File: config.mk
export PLATFORM = sky130hd
export DESIGN_NAME = reply_arbiter
export DESIGN_NICKNAME = d
export VERILOG_FILES = /design/src/rtl/reply_arbiter_pkg.sv /design/src/rtl/reply_arbiter_rr.sv /design/src/rtl/reply_arbiter.sv
export SDC_FILE = /design/constraint.sdc
export NUM_CORES = 1
export LEC_CHECK = 0
export ABC_AREA = 1
export BUFFER_PORTS_ARGS = -buffer_cell sky130_fd_sc_hd__buf_4
export CAP_MARGIN = 20
export CORE_MARGIN = 4
export CORE_UTILIZATION = 60
export CTS_BUF_LIST = sky130_fd_sc_hd__clkbuf_4 sky130_fd_sc_hd__clkbuf_8 sky130_fd_sc_hd__clkbuf_16
export DETAILED_ROUTE_END_ITERATION = 12
export GPL_TIMING_DRIVEN = 0
export PLACE_DENSITY = 0.91
export SLEW_MARGIN = 10
export SYNTH_ARGS = -nofsm -noshare
export SYNTH_HDL_FRONTEND = slang
export SYNTH_SLANG_ARGS = --single-unit
export TNS_END_PERCENT = 100
File: constraint.sdc
create_clock -name clk -period 6.33 [get_ports clk]
set_clock_uncertainty 0.05 [all_clocks]
set_input_delay 1.266 -clock clk [delete_from_list [all_inputs] [get_ports clk]]
set_output_delay 1.266 -clock clk [all_outputs]
set_load 0.03 [all_outputs]
File: src/rtl/reply_arbiter_pkg.sv
// Shared types and constants for the reply-path arbiter: frame prefix, source
// count, FSM encoding and the latched grant context.
package reply_arbiter_pkg;

  localparam int unsigned N_SRC  = 8;
  localparam int unsigned ID_W   = $clog2(N_SRC);
  localparam int unsigned BYTE_W = 8;
  localparam int unsigned CRC_W  = 8;

  localparam logic [BYTE_W-1:0] PREFIX = 8'hAA;

  typedef enum logic [2:0] {
    S_IDLE,
    S_PREFIX,
    S_DEST,
    S_LEN,
    S_FETCH,
    S_DATA,
    S_CRC
  } state_t;

  // Grant locked for the duration of one frame
  typedef struct packed {
    logic [ID_W-1:0]   id;
    logic [N_SRC-1:0]  gnt;
    logic [BYTE_W-1:0] len;
  } grant_t;

endpackage

File: src/rtl/reply_arbiter_rr.sv
// Combinational round-robin picker: first requester at or after ptr, wrapping.
module rr_arbiter
  import reply_arbiter_pkg::*;
#(
  parameter int unsigned N_REQ = N_SRC
) (
  input  logic [N_REQ-1:0]         req,
  input  logic [$clog2(N_REQ)-1:0] ptr,
  output logic [N_REQ-1:0]         gnt,
  output logic [$clog2(N_REQ)-1:0] id
);

  localparam int unsigned IW = $clog2(N_REQ);

  logic          found;
  logic [IW-1:0] k;

  always_comb begin
    gnt   = '0;
    id    = '0;
    found = 1'b0;
    k     = '0;
    for (int unsigned i = 0; i < N_REQ; i++) begin
      k = IW'((32'(ptr) + i) % N_REQ);
      if (!found && req[k]) begin
        found  = 1'b1;
        gnt[k] = 1'b1;
        id     = k;
      end
    end
  end

endmodule

File: src/rtl/reply_arbiter.sv
// Round-robin framer sharing one UART TX byte stream among N_SRC reply sources,
// one whole frame (PREFIX, id, len, data, crc) at a time, with a stall watchdog.
module reply_arbiter
  import reply_arbiter_pkg::*;
#(
  parameter int unsigned STALL_LIMIT = 50_000_000
) (
  input  logic                    clk,
  input  logic                    rst,
  input  logic [N_SRC-1:0]        src_req,
  input  logic [BYTE_W*N_SRC-1:0] src_len,
  input  logic [BYTE_W*N_SRC-1:0] src_q,
  output logic [N_SRC-1:0]        src_rdreq,
  output logic [N_SRC-1:0]        src_done,
  output logic [N_SRC-1:0]        src_flush,
  output logic [BYTE_W-1:0]       tx_data,
  output logic                    tx_valid,
  input  logic                    tx_ready,
  output logic                    busy
);

  localparam int unsigned STALL_W = $clog2(STALL_LIMIT);
  localparam logic [STALL_W-1:0] STALL_MAX = STALL_W'(STALL_LIMIT - 1);

  logic [BYTE_W-1:0] len_a [N_SRC];
  logic [BYTE_W-1:0] q_a   [N_SRC];

  for (genvar g = 0; g < N_SRC; g++) begin : g_unpack
    assign len_a[g] = src_len[BYTE_W*g +: BYTE_W];
    assign q_a[g]   = src_q[BYTE_W*g +: BYTE_W];
  end

  state_t             state_q, state_d;
  grant_t             cur_q, cur_d;
  logic [ID_W-1:0]    ptr_q, ptr_d;
  logic [BYTE_W-1:0]  cnt_q, cnt_d;
  logic [CRC_W-1:0]   crc_q, crc_d;
  logic [STALL_W-1:0] stall_q, stall_d;
  logic [BYTE_W-1:0]  byte_q, byte_d;
  logic               valid_q, valid_d;
  logic               busy_q, busy_d;
  logic [N_SRC-1:0]   rdreq_q, rdreq_d;
  logic [N_SRC-1:0]   done_q, done_d;
  logic [N_SRC-1:0]   flush_q, flush_d;

  logic [N_SRC-1:0]  arb_req;
  logic [N_SRC-1:0]  arb_gnt;
  logic [ID_W-1:0]   arb_id;
  logic              accept;
  logic [BYTE_W-1:0] cur_byte;
  logic [CRC_W-1:0]  crc_sum;
  logic [CRC_W-1:0]  crc_hdr;
  logic [BYTE_W-1:0] cnt_inc;

  // A source that just finished or aborted still holds src_req this cycle; skip it
  assign arb_req  = src_req & ~(done_q | flush_q);
  assign accept   = valid_q & tx_ready;
  assign cur_byte = q_a[cur_q.id];
  assign crc_sum  = crc_q + cur_byte;
  assign crc_hdr  = CRC_W'(cur_q.id) + cur_q.len;
  assign cnt_inc  = cnt_q + BYTE_W'(1);

  rr_arbiter #(.N_REQ(N_SRC)) u_rr (
    .req (arb_req),
    .ptr (ptr_q),
    .gnt (arb_gnt),
    .id  (arb_id)
  );

  always_ff @(posedge clk) begin
    if (rst) begin
      state_q <= S_IDLE;
      cur_q   <= '0;
      ptr_q   <= '0;
      cnt_q   <= '0;
      crc_q   <= '0;
      stall_q <= '0;
      byte_q  <= '0;
      valid_q <= 1'b0;
      busy_q  <= 1'b0;
      rdreq_q <= '0;
      done_q  <= '0;
      flush_q <= '0;
    end else begin
      state_q <= state_d;
      cur_q   <= cur_d;
      ptr_q   <= ptr_d;
      cnt_q   <= cnt_d;
      crc_q   <= crc_d;
      stall_q <= stall_d;
      byte_q  <= byte_d;
      valid_q <= valid_d;
      busy_q  <= busy_d;
      rdreq_q <= rdreq_d;
      done_q  <= done_d;
      flush_q <= flush_d;
    end
  end

  always_comb begin
    state_d = state_q;
    cur_d   = cur_q;
    ptr_d   = ptr_q;
    cnt_d   = cnt_q;
    crc_d   = crc_q;
    stall_d = stall_q;
    byte_d  = byte_q;
    rdreq_d = '0;
    done_d  = '0;
    flush_d = '0;

    case (state_q)
      S_IDLE: begin
        stall_d = '0;
        if (|arb_req) begin
          cur_d.id  = arb_id;
          cur_d.gnt = arb_gnt;
          cur_d.len = len_a[arb_id];
          ptr_d     = (arb_id == ID_W'(N_SRC - 1)) ? '0 : arb_id + ID_W'(1);
          byte_d    = PREFIX;
          state_d   = S_PREFIX;
        end
      end
      S_PREFIX: if (accept) begin
        byte_d  = BYTE_W'(cur_q.id);
        state_d = S_DEST;
      end
      S_DEST: if (accept) begin
        byte_d  = cur_q.len;
        state_d = S_LEN;
      end
      S_LEN: if (accept) begin
        crc_d = crc_hdr;
        if (cur_q.len != '0) begin
          byte_d  = '0;
          rdreq_d = cur_q.gnt;
          state_d = S_FETCH;
        end else begin
          byte_d  = crc_hdr;
          state_d = S_CRC;
        end
      end
      S_FETCH: state_d = S_DATA;
      // Data byte comes straight from the FIFO output, which holds until the next pop
      S_DATA: if (accept) begin
        crc_d = crc_sum;
        cnt_d = cnt_inc;
        if (cnt_inc == cur_q.len) begin
          byte_d  = crc_sum;
          state_d = S_CRC;
        end else begin
          rdreq_d = cur_q.gnt;
          state_d = S_FETCH;
        end
      end
      S_CRC: if (accept) begin
        done_d  = cur_q.gnt;
        cnt_d   = '0;
        crc_d   = '0;
        byte_d  = '0;
        state_d = S_IDLE;
      end
      default: state_d = S_IDLE;
    endcase

    // Watchdog: abandon the frame if the transmitter refuses bytes for too long
    if (valid_q && !tx_ready) begin
      if (stall_q == STALL_MAX) begin
        flush_d = cur_q.gnt;
        cnt_d   = '0;
        crc_d   = '0;
        byte_d  = '0;
        stall_d = '0;
        state_d = S_IDLE;
      end else begin
        stall_d = stall_q + STALL_W'(1);
      end
    end else if (accept) begin
      stall_d = '0;
    end

    valid_d = state_d inside {S_PREFIX, S_DEST, S_LEN, S_DATA, S_CRC};
    busy_d  = (state_d != S_IDLE);
  end

  assign src_rdreq = rdreq_q;
  assign src_done  = done_q;
  assign src_flush = flush_q;
  assign tx_valid  = valid_q;
  assign busy      = busy_q;
  assign tx_data   = (state_q == S_DATA) ? cur_byte : byte_q;

endmodule

After elaboration in Yosys (flattened, before gate mapping)
Cells that the tools add are included.

Word-level logic and storage cells: 213. Bits in registers: 101.

Bitwise operators: 17. Order comparisons: 18. Equality and inequality tests: 14. Reduce and logical (&&, ||, !) cells: 33. Muxes and demuxes: 105. Add/subtract/negate cells: 12.

Operators with widths (number): 2-to-1 mux 8 bit (36); 2-to-1 mux 26 bit (4); bitwise OR 8 bit (8); 2-to-1 mux 3 bit (17); binary-select mux 8 bit (select 3 bit) (2); one-hot mux 8 bit (6 select lines) (1); < comparator 3 x 4 -> 1 bit, second input constant (8); one-hot mux 8 bit (2 select lines) (2); adder 26 x 1 -> 26 bit, second input constant (1); == test 26 bit, second input constant (1); binary-select mux 1 bit (select 3 bit) (8); demux 1 bit (select 3 bit) (8); greater-or-equal comparator 3 x 1 -> 1 bit, second input constant (8); one-hot mux 8 bit (3 select lines) (1); 2-to-1 mux 1 bit (23); one-hot mux 3 bit (7 select lines) (1); == test 3 bit, second input constant (6); logical AND 1 bit (16); adder 3 bit, second input constant (4); == test 3 x 2 -> 1 bit, second input constant (4); adder 3 x 8 -> 8 bit (1); adder 8 x 1 -> 8 bit, second input constant (1); adder 8 bit (1); bitwise AND 8 bit (1); 18 further kinds (36).

Logic depth before layout (Yosys ltp)
Word-level depth: 31. Depth in mapped cells: 24. Depth with buffers taken out: 21.

Modules after synthesis
Synthesis repeated with hierarchy kept, for this count alone.

Cell total of the unflattened synthesis: 1405. Area total of the unflattened synthesis: 8435.6 um2.

Modules (own cells, without submodules): reply_arbiter (area each 6891.6 um2, instances 1, cells an instance 1104); rr_arbiter (area each 1544.0 um2, instances 1, cells an instance 301).

Worst setup path after synthesis
No wires, ideal clock.

Path type: input to output. From: input src_q[55]. To: output tx_data[7]. Stages: 4. Path slack: 2687 ps. Path buffers: 0. Arrival time: 2327 ps. Cell sequence: o21ai_0 > o221ai_1 > o21ai_0 > o21ai_0.

Longest elaborated chain between the ends: 4.

RTL lines: start: declaration (RTL line reply_arbiter.sv:12) `input logic [BYTE_W*N_SRC-1:0] src_q,`; binary-select mux 8 bit (select 3 bit) (RTL line reply_arbiter.sv:58) `assign cur_byte = q_a[cur_q.id];`; 2-to-1 mux 8 bit (implied by the code) (2 in series) (RTL line reply_arbiter.sv:58); 2-to-1 mux 8 bit (RTL line reply_arbiter.sv:191) `assign tx_data = (state_q == S_DATA) ? cur_byte : byte_q;`; end: declaration (RTL line reply_arbiter.sv:16) `output logic [BYTE_W-1:0] tx_data,`.

Every way passes these cells. The select of a mux whose other input is x is not followed.

Worst setup path after layout
From: register ptr_q[0]. To: register ptr_q[2].

Longest elaborated chain between the ends: 26. Elaborated cells between the ends (all ways): 55. Classes of those cells: 8 x add/sub; 1 x eq/ne; 32 x mux; 14 x reduce/logical.

RTL lines: start: declaration (RTL line reply_arbiter.sv:35) `logic [ID_W-1:0] ptr_q, ptr_d;`; start signal: assignment (RTL line reply_arbiter.sv:87) `ptr_q <= ptr_d;`; parallel branches: the longest is 23 deep, another holds adder 3 x 1 -> 3 bit; 2-to-1 mux 3 bit * (RTL line reply_arbiter_rr.sv:25) `if (!found && req[k]) begin`; via arb_id[1] (RTL line reply_arbiter.sv:48) `logic [ID_W-1:0] arb_id;`; adder 3 x 1 -> 3 bit / == test 3 bit (equally long branches) (RTL line reply_arbiter.sv:119) `ptr_d = (arb_id == ID_W'(N_SRC - 1)) ? '0 : arb_id + ID_W'(1);`; 2-to-1 mux 3 bit * (RTL line reply_arbiter.sv:119).

Mark *: on every way through the listed nets, which the timed path passes. The select of a mux whose other input is x is not followed. A chain may end at the register's enable or synchronous reset.

==> flow_summary.toml <==
[final_layout]
ff_latch_area_um2 = 2020
antennaDiodeCount = 0
multiInputGateArea_um2 = 5020
final_nets = 1619
num-fill-cells = 1092
area_delta_synth_final_pct = 22.9
layout-drive-gt1-share_pct = 16.8

[cts]
cts_max_level = 3
post_cts_resized = 0
post_cts_buffers = 0
cts_num_sinks = 101
clk_latency_ns = 0.35
clockRootBuffer = "clkbuf_16"
clk_pin_slew_worst_paths_ns = 0.07
clock_path_buffers = 2
hold_buffers = 0
cts_buffers = 9
tritoncts = "done"

[sta]
finalSetupTns_ns = 0
rsz0062_at_grt = "false"
slew_headroom_pct = 41.0
period_minus_slack_ns = 4.34
max_freq_ghz = 0.231
slew_viol_final = 0
fin_ws_ns = 1.99
hold_violations = 0
setup_violations = 0
final.period_utilization_pct = 68.5
tightest_slew_ns = 0.884

[yosys]
synthTopCellsByCount = "nand2_1 (250), nor2_1 (174), nand3_1 (157), inv_1 (140), o21ai_0 (105)"
syn_area_um2 = 7840
ys_top_cells_by_area = "dfxtp_1 (26%), nand2_1 (12%), nand3_1 (10%)"
yosysTopAreaCell = "dfxtp_1"
yosysSeqAreaShare_pct = 25.8
syn_nets = 1436
synthDistinctLibCells = 50
ys_ff_latch = 101
synth_ff_type = "dfxtp_1"
synth_most_common_cell = "nand2_1"
synth-edff-count = 0
yosys_warnings = 0
synthArstFlopShare_pct = 0
syn_area_per_cell_um2 = 6.15
syn_inst = 1274
synth_top_area_share_pct = 25.8

[setup_path]
cpMaxStageDelayCell = "clkbuf_1"
crit_chain = "inv_2 -> buf_6 -> clkbuf_1 -> ha_1 -> inv_1 -> buf_2 -> nand3_1 -> nand2_1 -> nand2_1 -> nand2_1 -> nand4_2 -> inv_1 -> nand2_1 -> nand3_2 -> nor2_4 -> nor2_8 -> buf_6 -> ha_1 -> ha_1 -> o21ai_0 -> a21oi_1"
cp_common_cell = "nand2_1"
worst_ep_arrival_time_ns = 4.50
slowest_delay_ns = 0.41
crit_path_end_kind = "register"
setup.worst_path.class = "register to register"
crit_fanout = 10
crit_path_start_kind = "register"
cp_data_required_time_ns = 6.50

[min_path]
hp-class = "register to register"

[power_and_ir_drop]
ir_drop_uv = 333
powerDensity_nw_per_um2 = 403
p_leak_nw = 4.17

[die]
initial_core_util_pct = 61.6
coreArea_um2 = 12700
die_y_um = 122
die-area_um2 = 15000
std_cell_rows = 41
die_w_um = 122
pin_count = 173

[place]
hpwl_um = 21300
io_buffers = 172
place_congestion = 1.01
place_ws_ns = 2.16

[detailed_routing]
vias_per_cell = 6.06
routed_wl_um = 27900
drc = 0
wl_per_cell_um = 17.1
num_vias = 9900
postRouteAntennaNets = 0
drt_iter0_markers = 1081
firstDrtPassIters = 7

[grt]
antenna_found_initial = 0
track_usage_pct = 36.6
first_global_vias = 9197
grt_pass1_wl_um = 44400
grt_max_degree = 18
overflow = 0

[status]
status = "complete, no violations"

[flow_run]
maxCapViolCount = 0
worst max-delay path, delay by kind of cell (launching register included):
kind / cells / cell delay [ns]
buf+inv: 7 / 1.56
simple gates: 9 / 1.23
fa+ha+maj: 3 / 0.75
flops: 1 / 0.39
compound gates: 2 / 0.23
cell families after synthesis:
group / share of synthesized area [%]
compound gates: 20.1
xor+xnor: 1.34
fa+ha+maj: 3.86
buf+inv: 10.1
flops: 25.8
mux: 0.128
simple gates: 38.6
registers in the layout, indices dropped and copies added (netlist names), 3 cells and up:
name,count
byte_q,8
cnt_q,8
crc_q,8
cur_q,19
ptr_q,3
src_done,8
src_flush,8
src_rdreq,8
stall_q,26
state_q,3
per-stage QoR:
step	hold slack (ns)	cell area (µm²)	power [mW]	utilization, %	cells
after floorplan	0.391	7840	2.62	-	1274
after global placement	0.401	9350	3.24	73.5	1618
after detailed placement	0.405	9350	3.28	73.5	1618
after CTS	0.416	9640	3.82	75.8	1634
after global routing	0.436	9640	4.20	75.8	1634
final	0.414	9640	3.89	75.8	1634
layout by cell type (no fill, tap or decap), types with 3 or more instances in the layout:
master       n
a22oi_1      3
o21bai_1     3
inv_1      140
o221ai_1     4
buf_6        5
o211ai_1     3
xnor2_1      3
nand2_4      5
clkbuf_16    9
nor2_1     174
xor2_1       9
clkbuf_1    34
o21ai_0    105
o22ai_1     21
nor3_1      35
or2_2        7
nor2_2       4
buf_2        9
buf_4      175
dfxtp_1    101
ha_1        21
nor4_1       8
nand4_1     12
nor2_4       4
clkinv_4     3
nand3_2      4
o2111ai_1    6
a211oi_1    10
inv_2        4
a31oi_1     21
nand3_1    157
a21oi_1     68
a221oi_1    14
nand2_1    250
nand2_2      5
routing by layer:
metal  global-route usage [%]  wire (µm)  vias up
li1                         -          -     4683
met1                     44.7      10800     4446
met2                     62.4      13000      651
met3                     6.87       2870      120
met4                     16.9       1300        0
met5                        0          0        -
worst paths after layout:
check	start	end	slack, ns	cells after the start
worst max register to register	ptr_q[0]$_SDFFE_PP0P_	ptr_q[2]$_SDFFE_PP0P_	1.99	21
worst min-delay path	stall_q[23]$_SDFFE_PP0P_	stall_q[23]$_SDFFE_PP0P_	0.41	2
worst max-delay path	ptr_q[0]$_SDFFE_PP0P_	ptr_q[2]$_SDFFE_PP0P_	1.99	21
worst min register to register	stall_q[23]$_SDFFE_PP0P_	stall_q[23]$_SDFFE_PP0P_	0.41	2
power by group:
part	total [mW]	switching [mW]	internal (mW)
sequential	0.781	0.0791	0.702
clock	0.542	0.255	0.287
combinational	2.56	1.71	0.855
layout make-up:
cell class                 count  share of cell area, %
inverter                     145                   5.65
buffer                        51                   2.61
clock buffer                  11                   2.56
tap                          172                   2.23
timing repair buffer         172                   13.4
multi-input combinational    977                   52.1
sequential                   101                   21.0
clock inverter                 5                  0.467
Note: power is estimated with default switching activity, not from simulation.
